File: src/rtl/present_seq_pkg.sv
// Shared types and constants for the PRESENT-80 test sequencer.
package present_seq_pkg;

    localparam int BLOCK_W = 64;
    localparam int KEY_W   = 80;

    localparam logic ENC = 1'b0;
    localparam logic DEC = 1'b1;

    typedef enum logic [2:0] {
        S_IDLE,
        S_ENC_RST,
        S_ENC_RUN,
        S_DEC_RST,
        S_DEC_RUN,
        S_DONE
    } seq_state_e;

endpackage

File: src/rtl/present_test_sequencer_if.sv
// Sequencer <-> PRESENT core bus; master is the sequencer, slave is the core.
interface present_test_sequencer_if;
    import present_seq_pkg::*;

    logic               rst_uut;
    logic [BLOCK_W-1:0] block_i_uut;
    logic [KEY_W-1:0]   key_uut;
    logic               encdec_uut;
    logic [BLOCK_W-1:0] block_o_uut;
    logic               end_enc_uut;
    logic               end_dec_uut;

    modport master (
        output rst_uut, block_i_uut, key_uut, encdec_uut,
        input  block_o_uut, end_enc_uut, end_dec_uut
    );

    modport slave (
        input  rst_uut, block_i_uut, key_uut, encdec_uut,
        output block_o_uut, end_enc_uut, end_dec_uut
    );

endinterface

File: src/rtl/present_seq_counter.sv
// Saturating up-counter with synchronous clear and enable.
module present_seq_counter #(
    parameter int CNT_W = 32
) (
    input  logic             clk,
    input  logic             rst,
    input  logic             clr,
    input  logic             en,
    output logic [CNT_W-1:0] cnt
);

    always_ff @(posedge clk or negedge rst) begin
        if (!rst)                   cnt <= '0;
        else if (clr)               cnt <= '0;
        else if (en && cnt != '1)   cnt <= cnt + CNT_W'(1);
    end

endmodule

File: src/rtl/present_test_sequencer.sv
// Runs one encrypt-then-decrypt pass on a PRESENT-80 core and times each phase.
// Optional per-phase watchdog enabled by defining PRESENT_SEQ_TIMEOUT_EN.
module present_test_sequencer
    import present_seq_pkg::*;
#(
    parameter int RST_CYCLES     = 2,
    parameter int CNT_W          = 32,
    parameter int TIMEOUT_CYCLES = 1024
) (
    input  logic               clk,
    input  logic               rst,
    input  logic               start,
    input  logic [BLOCK_W-1:0] plaintext,
    input  logic [KEY_W-1:0]   key,
    output logic               busy,
    output logic               done,
    output logic [BLOCK_W-1:0] ciphertext,
    output logic               pass,
    output logic               err_timeout,
    output logic [CNT_W-1:0]   enc_cycles,
    output logic [CNT_W-1:0]   dec_cycles,
    present_test_sequencer_if.master core
);

    localparam int RC_W = (RST_CYCLES > 1) ? $clog2(RST_CYCLES) : 1;

    seq_state_e         state_q, state_d;
    logic [RC_W-1:0]    rst_cnt;
    logic [CNT_W-1:0]   cnt;
    logic [BLOCK_W-1:0] pt_q;
    logic accept, in_run, run_end, rst_last, cnt_clr, cnt_en, timeout_hit;

    assign accept   = (state_q == S_IDLE) && start;
    assign in_run   = (state_q == S_ENC_RUN) || (state_q == S_DEC_RUN);
    assign run_end  = (state_q == S_ENC_RUN) ? core.end_enc_uut : core.end_dec_uut;
    assign rst_last = (rst_cnt == RC_W'(RST_CYCLES - 1));
    assign cnt_clr  = (state_d != state_q) && (state_d == S_ENC_RST || state_d == S_DEC_RST);
    assign cnt_en   = in_run && !run_end;

`ifdef PRESENT_SEQ_TIMEOUT_EN
    // Compare wide so a narrow saturating counter cannot alias the limit.
    localparam logic [63:0] TO_LAST = 64'(TIMEOUT_CYCLES - 1);
    assign timeout_hit = cnt_en && (64'(cnt) == TO_LAST);

    always_ff @(posedge clk or negedge rst) begin
        if (!rst)             err_timeout <= 1'b0;
        else if (accept)      err_timeout <= 1'b0;
        else if (timeout_hit) err_timeout <= 1'b1;
    end
`else
    assign timeout_hit = 1'b0;
    assign err_timeout = 1'b0;
`endif

    present_seq_counter #(.CNT_W(CNT_W)) u_cnt (
        .clk (clk),
        .rst (rst),
        .clr (cnt_clr),
        .en  (cnt_en),
        .cnt (cnt)
    );

    always_ff @(posedge clk or negedge rst) begin
        if (!rst) begin
            state_q <= S_IDLE;
            rst_cnt <= '0;
        end else begin
            state_q <= state_d;
            rst_cnt <= (state_d != state_q) ? '0 : rst_cnt + RC_W'(1);
        end
    end

    always_comb begin
        state_d = state_q;
        case (state_q)
            S_IDLE:    if (start) state_d = S_ENC_RST;
            S_ENC_RST: if (rst_last) state_d = S_ENC_RUN;
            S_ENC_RUN: begin
                if (core.end_enc_uut) state_d = S_DEC_RST;
                else if (timeout_hit) state_d = S_DONE;
            end
            S_DEC_RST: if (rst_last) state_d = S_DEC_RUN;
            S_DEC_RUN: if (core.end_dec_uut || timeout_hit) state_d = S_DONE;
            S_DONE:    state_d = S_IDLE;
            default:   state_d = S_IDLE;
        endcase
    end

    // Outputs are decoded from the next state so every port comes straight off a flop.
    always_ff @(posedge clk or negedge rst) begin
        if (!rst) begin
            busy             <= 1'b0;
            done             <= 1'b0;
            ciphertext       <= '0;
            pass             <= 1'b0;
            enc_cycles       <= '0;
            dec_cycles       <= '0;
            pt_q             <= '0;
            core.rst_uut     <= 1'b1;
            core.block_i_uut <= '0;
            core.key_uut     <= '0;
            core.encdec_uut  <= ENC;
        end else begin
            busy         <= (state_d != S_IDLE) && (state_d != S_DONE);
            done         <= (state_d == S_DONE);
            core.rst_uut <= (state_d != S_ENC_RUN) && (state_d != S_DEC_RUN);
            if (accept) begin
                pt_q             <= plaintext;
                core.block_i_uut <= plaintext;
                core.key_uut     <= key;
                core.encdec_uut  <= ENC;
                ciphertext       <= '0;
                pass             <= 1'b0;
                enc_cycles       <= '0;
                dec_cycles       <= '0;
            end
            if (in_run && run_end) begin
                if (state_q == S_ENC_RUN) begin
                    ciphertext       <= core.block_o_uut;
                    enc_cycles       <= cnt;
                    core.block_i_uut <= core.block_o_uut;
                    core.encdec_uut  <= DEC;
                end else begin
                    dec_cycles <= cnt;
                    pass       <= (core.block_o_uut == pt_q);
                end
            end
            if (timeout_hit) begin
                pass <= 1'b0;
                if (state_q == S_ENC_RUN) enc_cycles <= CNT_W'(TIMEOUT_CYCLES);
                else                      dec_cycles <= CNT_W'(TIMEOUT_CYCLES);
            end
        end
    end

endmodule

File: src/flat_wrapper.sv
// flat-port wrapper written by rule: the top's interface ports become plain ports
module present_test_sequencer_flat import present_seq_pkg::*;
#(
    parameter int RST_CYCLES     = 2,
    parameter int CNT_W          = 32,
    parameter int TIMEOUT_CYCLES = 1024
)
  (clk, rst, start, plaintext, key, busy, done, ciphertext, pass, err_timeout, enc_cycles, dec_cycles, core_rst_uut, core_block_i_uut, core_key_uut, core_encdec_uut, core_block_o_uut, core_end_enc_uut, core_end_dec_uut);
  present_test_sequencer_if core_i ();
  input  logic clk;
  input  logic rst;
  input  logic start;
  input  logic [BLOCK_W-1:0] plaintext;
  input  logic [KEY_W-1:0] key;
  output logic busy;
  output logic done;
  output logic [BLOCK_W-1:0] ciphertext;
  output logic pass;
  output logic err_timeout;
  output logic [CNT_W-1:0] enc_cycles;
  output logic [CNT_W-1:0] dec_cycles;
  output wire logic [$bits(core_i.rst_uut)-1:0] core_rst_uut;
  output wire logic [$bits(core_i.block_i_uut)-1:0] core_block_i_uut;
  output wire logic [$bits(core_i.key_uut)-1:0] core_key_uut;
  output wire logic [$bits(core_i.encdec_uut)-1:0] core_encdec_uut;
  input wire logic [$bits(core_i.block_o_uut)-1:0] core_block_o_uut;
  input wire logic [$bits(core_i.end_enc_uut)-1:0] core_end_enc_uut;
  input wire logic [$bits(core_i.end_dec_uut)-1:0] core_end_dec_uut;
  assign core_rst_uut = core_i.rst_uut;
  assign core_block_i_uut = core_i.block_i_uut;
  assign core_key_uut = core_i.key_uut;
  assign core_encdec_uut = core_i.encdec_uut;
  assign core_i.block_o_uut = core_block_o_uut;
  assign core_i.end_enc_uut = core_end_enc_uut;
  assign core_i.end_dec_uut = core_end_dec_uut;
  present_test_sequencer #(.RST_CYCLES(RST_CYCLES), .CNT_W(CNT_W), .TIMEOUT_CYCLES(TIMEOUT_CYCLES)) u_core (.clk(clk), .rst(rst), .start(start), .plaintext(plaintext), .key(key), .busy(busy), .done(done), .ciphertext(ciphertext), .pass(pass), .err_timeout(err_timeout), .enc_cycles(enc_cycles), .dec_cycles(dec_cycles), .core(core_i));
endmodule
File: config.mk
export PLATFORM = sky130hd
export DESIGN_NAME = present_test_sequencer_flat
export DESIGN_NICKNAME = d
export VERILOG_FILES = /design/src/rtl/present_seq_pkg.sv /design/src/rtl/present_test_sequencer_if.sv /design/src/rtl/present_seq_counter.sv /design/src/rtl/present_test_sequencer.sv /design/src/flat_wrapper.sv
export SDC_FILE = /design/constraint.sdc
export NUM_CORES = 1
export LEC_CHECK = 0
export BUFFER_PORTS_ARGS = -buffer_cell sky130_fd_sc_hd__buf_2
export CAP_MARGIN = 10
export CORE_ASPECT_RATIO = 1.25
export CORE_MARGIN = 2
export CORE_UTILIZATION = 25
export DETAILED_ROUTE_END_ITERATION = 7
export GPL_TIMING_DRIVEN = 0
export SLEW_MARGIN = 30
export SYNTH_ARGS = -nofsm -noshare
export SYNTH_HDL_FRONTEND = slang
export SYNTH_HIERARCHICAL = 1
export SYNTH_SLANG_ARGS = --single-unit
File: constraint.sdc
create_clock -name clk -period 2.4 [get_ports clk]
set_input_delay 0 -clock clk [delete_from_list [all_inputs] [get_ports clk]]
set_output_delay 0 -clock clk [all_outputs]
set_load 0.01 [all_outputs]
* After elaboration in Yosys (flattened, before gate mapping)
Index checks and enable logic that the tools add are counted.
** Word-level totals
- Output and inout port bits :: 278
- Logic and storage cells :: 70
- Register bits :: 377
** Cells by class
- Muxes and demuxes :: 28
- Reductions and logical operators :: 13
- Equal/unequal tests :: 13
- Add/subtract/negate cells :: 2
** Operators by type and width (number)
- $mux W64 :: 6
- $mux W32 :: 8
- $eq A64 B64 Y1 :: 1
- $add A32 B1 Y32 const B :: 1
- $ne A32 B32 Y1 const B :: 1
- $mux W3 :: 5
- $pmux W3 S5 :: 1
- $eq A3 B2 Y1 const B :: 3
- $mux W1 :: 8
- $logic_and A1 B1 Y1 :: 7
- $eq A3 B1 Y1 const B :: 2
- $eq A3 B3 Y1 const B :: 2
- $ne A3 B3 Y1 const B :: 2
- $logic_not A3 Y1 :: 1
- $ne A3 B2 Y1 const B :: 1
- $ne A3 B3 Y1 :: 1
- $reduce_bool A3 Y1 :: 1
- $logic_or A1 B1 Y1 :: 2
- $reduce_bool A2 Y1 :: 1
- $add A1 B1 Y1 const B :: 1
- $logic_not A1 Y1 :: 1

* Depth between registers and ports, before layout
Gate-level depths: netlist of the first run.
- Depth after elaboration :: 7
- Mapped depth :: 11
- Mapped depth without buffers :: 9

* By module
Netlist of the first run, hierarchy kept.
** Modules (own cells, without submodules)
- present_test_sequencer :: area each 13730.7 um^2, seq. area each 8634.5 um^2, cells an instance 1420, times used 1
- present_seq_counter :: area each 1854.3 um^2, seq. area each 800.8 um^2, cells an instance 198, times used 1

* Worst setup path after synthesis of the first run
OpenSTA, ideal clock, no wires.
- Kind :: register to register
- Start :: reg u_core.state_q[2]
- End :: reg u_core.u_cnt.cnt[20]
- Cell stages (with the launch flop) :: 10
- Required time :: 2268 ps
- Arrival :: 2223 ps
- Library setup time :: 132 ps
- Setup slack :: 46 ps
- Cell sequence :: dfrtp_1 -> nand2b_1 -> nor3b_4 -> nor2_2 -> buf_2 -> buf_2 -> inv_1 -> clkbuf_1 -> clkbuf_1 -> nor2_1
** On the way
- Word-level cells in the longest chain between the ends :: 6
** RTL lines
- start, declared :: line present_test_sequencer.sv:27 : seq_state_e state_q, state_d;
- start signal, assigned :: line present_test_sequencer.sv:68 : state_q <= state_d;
- $eq A3 B3 Y1, or another cell as far along :: line present_test_sequencer.sv:75 : case (state_q)
- $pmux W3 S5 :: line present_test_sequencer.sv:75
- $eq A3 B1 Y1 / $eq A3 B2 Y1 (equally long branches) :: line present_test_sequencer.sv:37 : assign cnt_clr = (state_d != state_q) && (state_d == S_ENC_RST || state_d == S_DEC_RST);
- $logic_or A1 B1 Y1 :: line present_test_sequencer.sv:37
- $logic_and A1 B1 Y1 (*) :: line present_test_sequencer.sv:37
- net u_core.cnt_clr :: line present_test_sequencer.sv:31 : logic accept, in_run, run_end, rst_last, cnt_clr, cnt_en, timeout_hit;
- $mux W32 / $reduce_bool A2 Y1 (equally long branches)
- end signal, assigned :: line present_seq_counter.sv:15 : else if (en && cnt != '1) cnt <= cnt + CNT_W'(1);
- end, declared :: line present_seq_counter.sv:9 : output logic [CNT_W-1:0] cnt
The timed path passes the listed nets; every way through them passes the cells marked *.
A chain may end at the register's enable or synchronous reset.

* Worst setup path in the final report of the first run
- Start :: reg u_core.u_cnt.cnt[0]
- End :: reg u_core.u_cnt.cnt[3]
** On the way
- Word-level cells in the longest chain between the ends :: 3
** RTL lines (line)
- $add A32 B1 Y32 / $ne A32 B32 Y1 (equally long branches) :: present_seq_counter.sv:15
- $mux W32 / $logic_and A1 B1 Y1 (equally long branches) :: present_seq_counter.sv:15
- $mux W32 / $reduce_bool A2 Y1 (equally long branches)
Several ways; a longest one is shown, not always the timed one. The select of a mux whose other input is x is not followed.

==> results of run 1 <==
[where the power goes]
part | switching, W | total, W | internal, W
combinational | 0.00617 | 0.00954 | 0.00337
sequential | 0.00125 | 0.00974 | 0.00848
clock | 0.00265 | 0.00620 | 0.00356
total | 0.0101 | 0.0255 | 0.0154
[worst max-delay path, delay by kind of cell, from the launching register on]
family / cells / cell delay (ns)
AO/OA/AOI/OAI: 1 / 0.24
flip-flops: 1 / 0.46
adder cells (fa/ha/maj): 1 / 0.26
AND/OR/NAND/NOR: 3 / 0.97
multiplexers: 1 / 0.29
[logic make-up after synthesis]
kind of cell | after synthesis | synth area share
other cells | 1 | 0.000241
simple gates | 829 | 0.219
flops | 377 | 0.605
buf+inv | 95 | 0.0280
fa+ha+maj | 1 | 0.000803
mux | 7 | 0.00522
compound gates | 230 | 0.0977
xor+xnor | 78 | 0.0438
[routing by layer]
metal  vias to the layer above  track usage  routed length (um)
met5                         -            0                   0
met4                         0       0.0873                3000
met3                       155       0.0483                4760
met2                       623        0.336               31300
met1                      7115        0.217               24300
li1                       6782            -                   -
[synthesized netlist by cell type, types with 4 or more instances]
master,number
nand3_1,14
nor2_1,35
mux2_2,5
o21ai_0,63
a22o_1,32
o21ai_1,39
inv_1,9
a211oi_1,5
buf_2,43
xor2_1,50
xnor2_1,28
nand2_1,701
nor4_1,16
dfrtp_1,376
nand4_1,12
and3_1,8
a21oi_1,12
clkbuf_1,34
nor2b_1,7
a21o_1,4
buf_4,7
nor3_1,7
a21boi_0,64
or3_1,5
[registers in the layout (all words and copies together), names as in the netlist]
name,flops
u_core/done,1
u_core/core.encdec_uut,1
u_core/dec_cycles,32
u_core/state_q,3
u_core/core.block_i_uut,64
u_core/ciphertext,64
u_core/pass,1
u_core/core.key_uut,80
u_core/enc_cycles,32
u_core/core.rst_uut,1
u_core/u_cnt/cnt,32
u_core/busy,1
u_core/pt_q,64
u_core/rst_cnt,1
[area by class of cell]
class	instances	share of cell area
antenna	5	0.000550
buffer	83	0.0190
clock buffer	53	0.0484
clock inverter	16	0.00759
inverter	9	0.00149
multi-input combinational	1146	0.254
sequential	377	0.415
tap	832	0.0458
timing repair buffer	713	0.208
[worst max path at each step]
stage | start | end | slack, ns | depth (start not counted)
2_1_floorplan | u_core/state_q[2] | u_core/u_cnt/cnt[20] | 0.05 | 9
3_3_place_gp | rst | u_core/core.key_uut[43] | -6.10 | 1
3_5_place_dp | u_core/state_q[2] | u_core/u_cnt/cnt[22] | -1.41 | 9
4_1_cts | u_core/state_q[2] | u_core/u_cnt/cnt[15] | 0.02 | 9
5_1_grt | u_core/state_q[2] | u_core/u_cnt/cnt[25] | -0.06 | 9
6_report | u_core/u_cnt/cnt[0] | u_core/u_cnt/cnt[3] | 0.05 | 6
[stage by stage]
stage	utilization	instance area (sq um)	TNS, ns	power, W	hold slack [ns]
after global placement	0.309	19100	-2411.77	0.0187	0.191
after detailed placement	0.311	19200	-143.40	0.0190	-0.0178
after CTS	0.368	22700	0	0.0257	0.103
final	0.368	22700	0	0.0255	0.0794
after global routing	0.368	22700	-0.160	0.0271	0.0683
after floorplan	-	15600	0	0.0144	-0.296
[timing repair]
item / 4_1_cts / 5_1_grt
pin swaps: 7 / 0
resized for setup: 25 / 15
buffers inserted: 9 / 0
endpoints found under the setup margin: 370 / 55
hold endpoints to repair: 504 / 0
hold buffers: 211 / 0
[placed cells by master, fill, tap and decap left out, types with 6 or more instances in the layout]
cell	Yosys	layout
nand4_1	12	12
nor2_1	35	34
clkbuf_4	0	6
buf_4	7	21
dlygate4sd3_1	0	210
buf_2	43	521
xnor2_1	28	28
inv_1	9	9
nand2_1	701	701
dfrtp_1	376	375
a21boi_0	64	64
nor2b_1	7	7
o21ai_1	39	39
a21oi_1	12	12
nand3_1	14	14
nor4_1	16	13
o21ai_0	63	63
clkbuf_16	0	41
clkinv_2	0	8
clkbuf_1	34	35
a22o_1	32	32
and3_1	8	7
nor3_1	7	7
xor2_1	50	50
==> run metrics, run 1 <==
Setup WS post-layout a little over 0.05 ns; Synth top area share 0.604; Final Cycle Share 0.979; Max-cap violations 0; Worst R2R Path Depth 6; r2r endpoint u_core/u_cnt/cnt[3]; DRT Pass-1 Iters 7; Cell Rows 102; Tot GR Track Use 0.192; Yosys warnings 6; post-synthesis cell count between 1.5k and 2k; Die Y ~280 um; final hold violations 0; CTS tree done; largest net degree at the start of global routing between 80 and 90; DRC viols 0; CP max stage delay roughly 0.46 ns; critical path class reg2reg; antenna violations before repair 5; Post-synth ARST share 1.00; Slew headroom 0.445; syn avg cell area between 9 and 10 sq um; Clock transition at path regs around 0.06 ns; antenna viol nets, final 0; Leak roughly 12 nW; unrepaired setup endpoints after global routing true; clk sink count about 380; Starting DRT DRC Count around 1000; CP endpoint kind flip-flop; initial core utilization 0.252; first-pass GRT wire length ~93 mm; filler instances approximately 6.3k; die area 64400 sq um; layout cell share with drive strength beyond 1 0.270; Synth Flop Type dfrtp_1; Synthesized Nets 1832; Slew @ Worst Pin slightly above 0.8 ns; WL/cell between 15 and 20 um; peak supply drop roughly 430 uV; CTS H-tree lvls 2; WP data arrival ~2.8 ns; Final Critical Period roughly 2.3 ns; Final Skew ~0.024 ns; clock buffer depth 3; DP Wirelength roughly 46 mm; crit start category flip-flop; Worst Hold End u_core/pt_q[1]; f_max 426 MHz; root buf cell clkbuf_16; sequential area share after synthesis 0.605; final wirelength around 63 mm; max-slew violations 0; synth top area cells dfrtp_1, nand2_1, a21boi_0; placed instance count roughly 2.9k; Min-Delay Path Depth 5; Post-synth EDFFs 0; crit path cell chain ha_1 -> nand4_1 -> nor4_4 -> a31oi_4 -> and3_4 -> mux2_4; worst hold path type in2reg; HP Start start; Final Net Count 2584; vias ~15k; Final Setup Violations 0; CP Max Fanout 10; R2R Setup Slk between 0.05 and 0.06 ns; post-synthesis cell area approximately 16000 sq um; Worst EP required between 2 and 3 ns; Synth cell types 54; drt via density about 4.5; area leader, netlist dfrtp_1; Seq. cell area between 9000 and 10000 sq um; status finished, final reports clean; multi-input logic area slightly below 6000 sq um; #FFs+latches synth between 300 and 400; die width 227 um; Core ar. 61800 sq um; Layout area overhead 46.0%; gp weighted congestion approximately 0.90; gr ovfl total 0; CP max stage cell dfrtp_1; IO Pins about 500; Non-Filler Instances 3234; Clock Latency Late Sink 0.57 ns; pre-CTS setup slack -1.41 ns; P per Cell Area between 1000 and 1500 nW/um^2; vias in the first global route about 15k; RR Startpoint u_core/u_cnt/cnt[0]; number of port buffers a little under 500; CTS Buf Count 40
(Power assumes the default switching activity.)
==> run 2, diff against run 1 <==
Settings changed: CORE_ASPECT_RATIO 1.25 to default, RECOVER_POWER from default to 25, SYNTH_HIERARCHICAL 1 to default.
==> run metrics, run 2 <==
Final Critical Period approximately 2.3 ns; GR Util met1 0.231; synth top area cells dfrtp_1, nand2_1, a22o_1; final hold violations 0; Synth Flop Type dfrtp_1; commonest cells in the netlist nand2_1, dfrtp_1, clkbuf_1, o21ai_0, a21boi_0; vias between 10k and 15k; Synth top area share 0.616; antenna violations before repair 3; DRC viols 0; DRT Pass-1 Iters 5; WP data arrival approximately 2.8 ns; unrepaired setup endpoints after global routing true; f_max around 430 MHz; final wirelength slightly above 60 mm; post-synthesis cell count ~1.6k; most common cell in the netlist nand2_1; Die Y between 200 and 300 um; clk sink count about 380; Non-Filler Instances between 3k and 4k; largest net degree at the start of global routing 86; post-synthesis cell area about 15000 sq um; most common cell after layout, fill and taps aside nand2_1; part of the power in registers 0.374; first-pass GRT wire length 92.1 mm; max-slew violations 0; max FFs per register 80; CTS Buf Count 43; IO Pins approximately 490; root buf cell clkbuf_16; Tot GR Track Use 0.192; filler instances around 5.9k; DP Wirelength 44.3 mm; Core ar. ~60000 sq um; Slew headroom 0.452; CTS H-tree lvls 2; Slew @ Worst Pin 0.815 ns; placed instance count 2828; initial core utilization 0.253; CP endpoint kind flip-flop; Starting DRT DRC Count 856; area leader, netlist dfrtp_1; met3 Usage GRT 0.0488; syn avg cell area 9.85 sq um; gp weighted congestion 0.903; status finished, final reports clean; #FFs+latches synth 377; Final Cycle Share 0.978; die area around 63000 sq um; sequential area share after synthesis 0.617; Yosys warnings 0; worst hold path type in2reg; number of port buffers between 400 and 500; Leak approximately 12 nW; gr ovfl total 0; Largest Register u_core.core.key_uut; Cell Rows 90; Final Net Count about 2.5k; most frequent cells in the layout nand2_1, buf_2, dfrtp_1; clock buffer depth 3; Fin Hold WS 0.110 ns; CP Max Fanout 10; drt via density ~4.7; Logic pwr share 0.361; layout cell share with drive strength beyond 1 0.287; Max-cap violations 0; peak supply drop 773 uV; Post-synth EDFFs 0; die width between 200 and 300 um; Worst EP required around 2.9 ns; Psw 0.0102 W; Clock Latency Late Sink around 0.57 ns; crit start category flip-flop; gr busiest metal met2; WL/cell 19.7 um; vias in the first global route 15.4k; Int Pwr 0.0160 W; Final Setup Violations 0; critical path class reg2reg; Final Skew about 0.019 ns; Pwr Total 0.0262 W; P per Cell Area about 1100 nW/um^2; Post-synth ARST share 1.00; Layout area overhead 49.6%; antenna viol nets, final 0; Switching Fraction 0.389; M2 GR Usage 0.334; CTS tree done; Clock transition at path regs 0.06 ns; Synth cell types 47; Synthesized Nets approximately 1.8k; clock share of power 0.264
run 2: changes by cell type after synthesis, sizes merged, moves of 27 or more:
cell    previous run  this run
a22o              32        64
buf               52         8
clkbuf            34        81
nand2            701       646
xnor2             28        55
xor2              50        14
run 2: path summary, 6_finish.rpt:
path,from,endpoint,slack (ns),cells after the start
setup / recovery,u_core.state_q[2],u_core.u_cnt.cnt[27],0.05,6
max in group asynchronous,rst,u_core.core.block_i_uut[41],0.41,5
setup reg to reg,u_core.state_q[2],u_core.u_cnt.cnt[27],0.05,6
hold / removal,start,u_core.pt_q[0],0.11,5
hold reg to reg,u_core.core.key_uut[10],u_core.core.key_uut[10],0.47,2
min in group asynchronous,rst,u_core.core.rst_uut,1.00,3
run 2: worst max-delay path, stage by stage (launching register included):
cell       delay (ns)
dfrtp_1          0.39
buf_4            0.19
nor3b_4          0.33
o2111ai_4        0.21
or4_4            0.65
or3_4            0.36
a21oi_2          0.15
run 2: metal layers:
layer  vias up  routed length [um]
met4         2                1810
met1      7242               25200
li1       6690                   -
met3       127                4030
met2       598               30700
met5         -                  16
run 2: layout make-up:
class	count	area (sq um)	share of cell area
Clock buffer	60	1270	0.0556
Sequential cell	377	9450	0.413
Multi-Input combinational cell	1079	5630	0.246
Buffer	82	448	0.0196
Inverter	7	26.3	0.00115
Antenna cell	2	5.00	0.000219
Clock inverter	18	209	0.00914
Timing Repair Buffer	725	4850	0.212
Tap cell	782	978	0.0428
run 2: power groups by stage:
stage	registers, W	clock network [W]	logic, W
final	0.00981	0.00694	0.00948
after global routing	0.0100	0.00737	0.0105
after CTS	0.00977	0.00709	0.00956
after detailed placement	0.00979	0	0.00908
after global placement	0.00973	0	0.00886
after floorplan	0.0104	0	0.00390
run 2: metrics by stage:
stage	TNS [ns]	area, sq um	util	setup WS [ns]
4_1_cts	0	22700	0.377	0.00360
5_1_grt	-0.521	22900	0.379	-0.0634
6_report	0	22900	0.379	0.0528
2_1_floorplan	0	15300	-	0.0414
3_5_place_dp	-262.60	18900	0.312	-1.26
3_3_place_gp	-2671.50	18700	0.310	-6.10
run 2: repair_timing:
item	CTS	global route
endpoints found under the setup margin	371	205
setup buffers	9	11
hold endpoints to repair	485	0
gates resized for setup	83	38
pin swaps	5	8
hold buffers	211	0
run 2: kinds of logic (layout without fill, tap and decap cells):
family                   count (synthesis)  count (layout)  synth area share
AO/OA/AOI/OAI                          256             256             0.117
XOR/XNOR                                69              69            0.0395
adder cells (fa/ha/maj)                  1               1          0.000819
buffers and inverters                   96             892            0.0242
flip-flops                             377             377             0.617
multiplexers                             3               3           0.00196
other                                    1               3          0.000245
AND/OR/NAND/NOR                        749             749             0.199
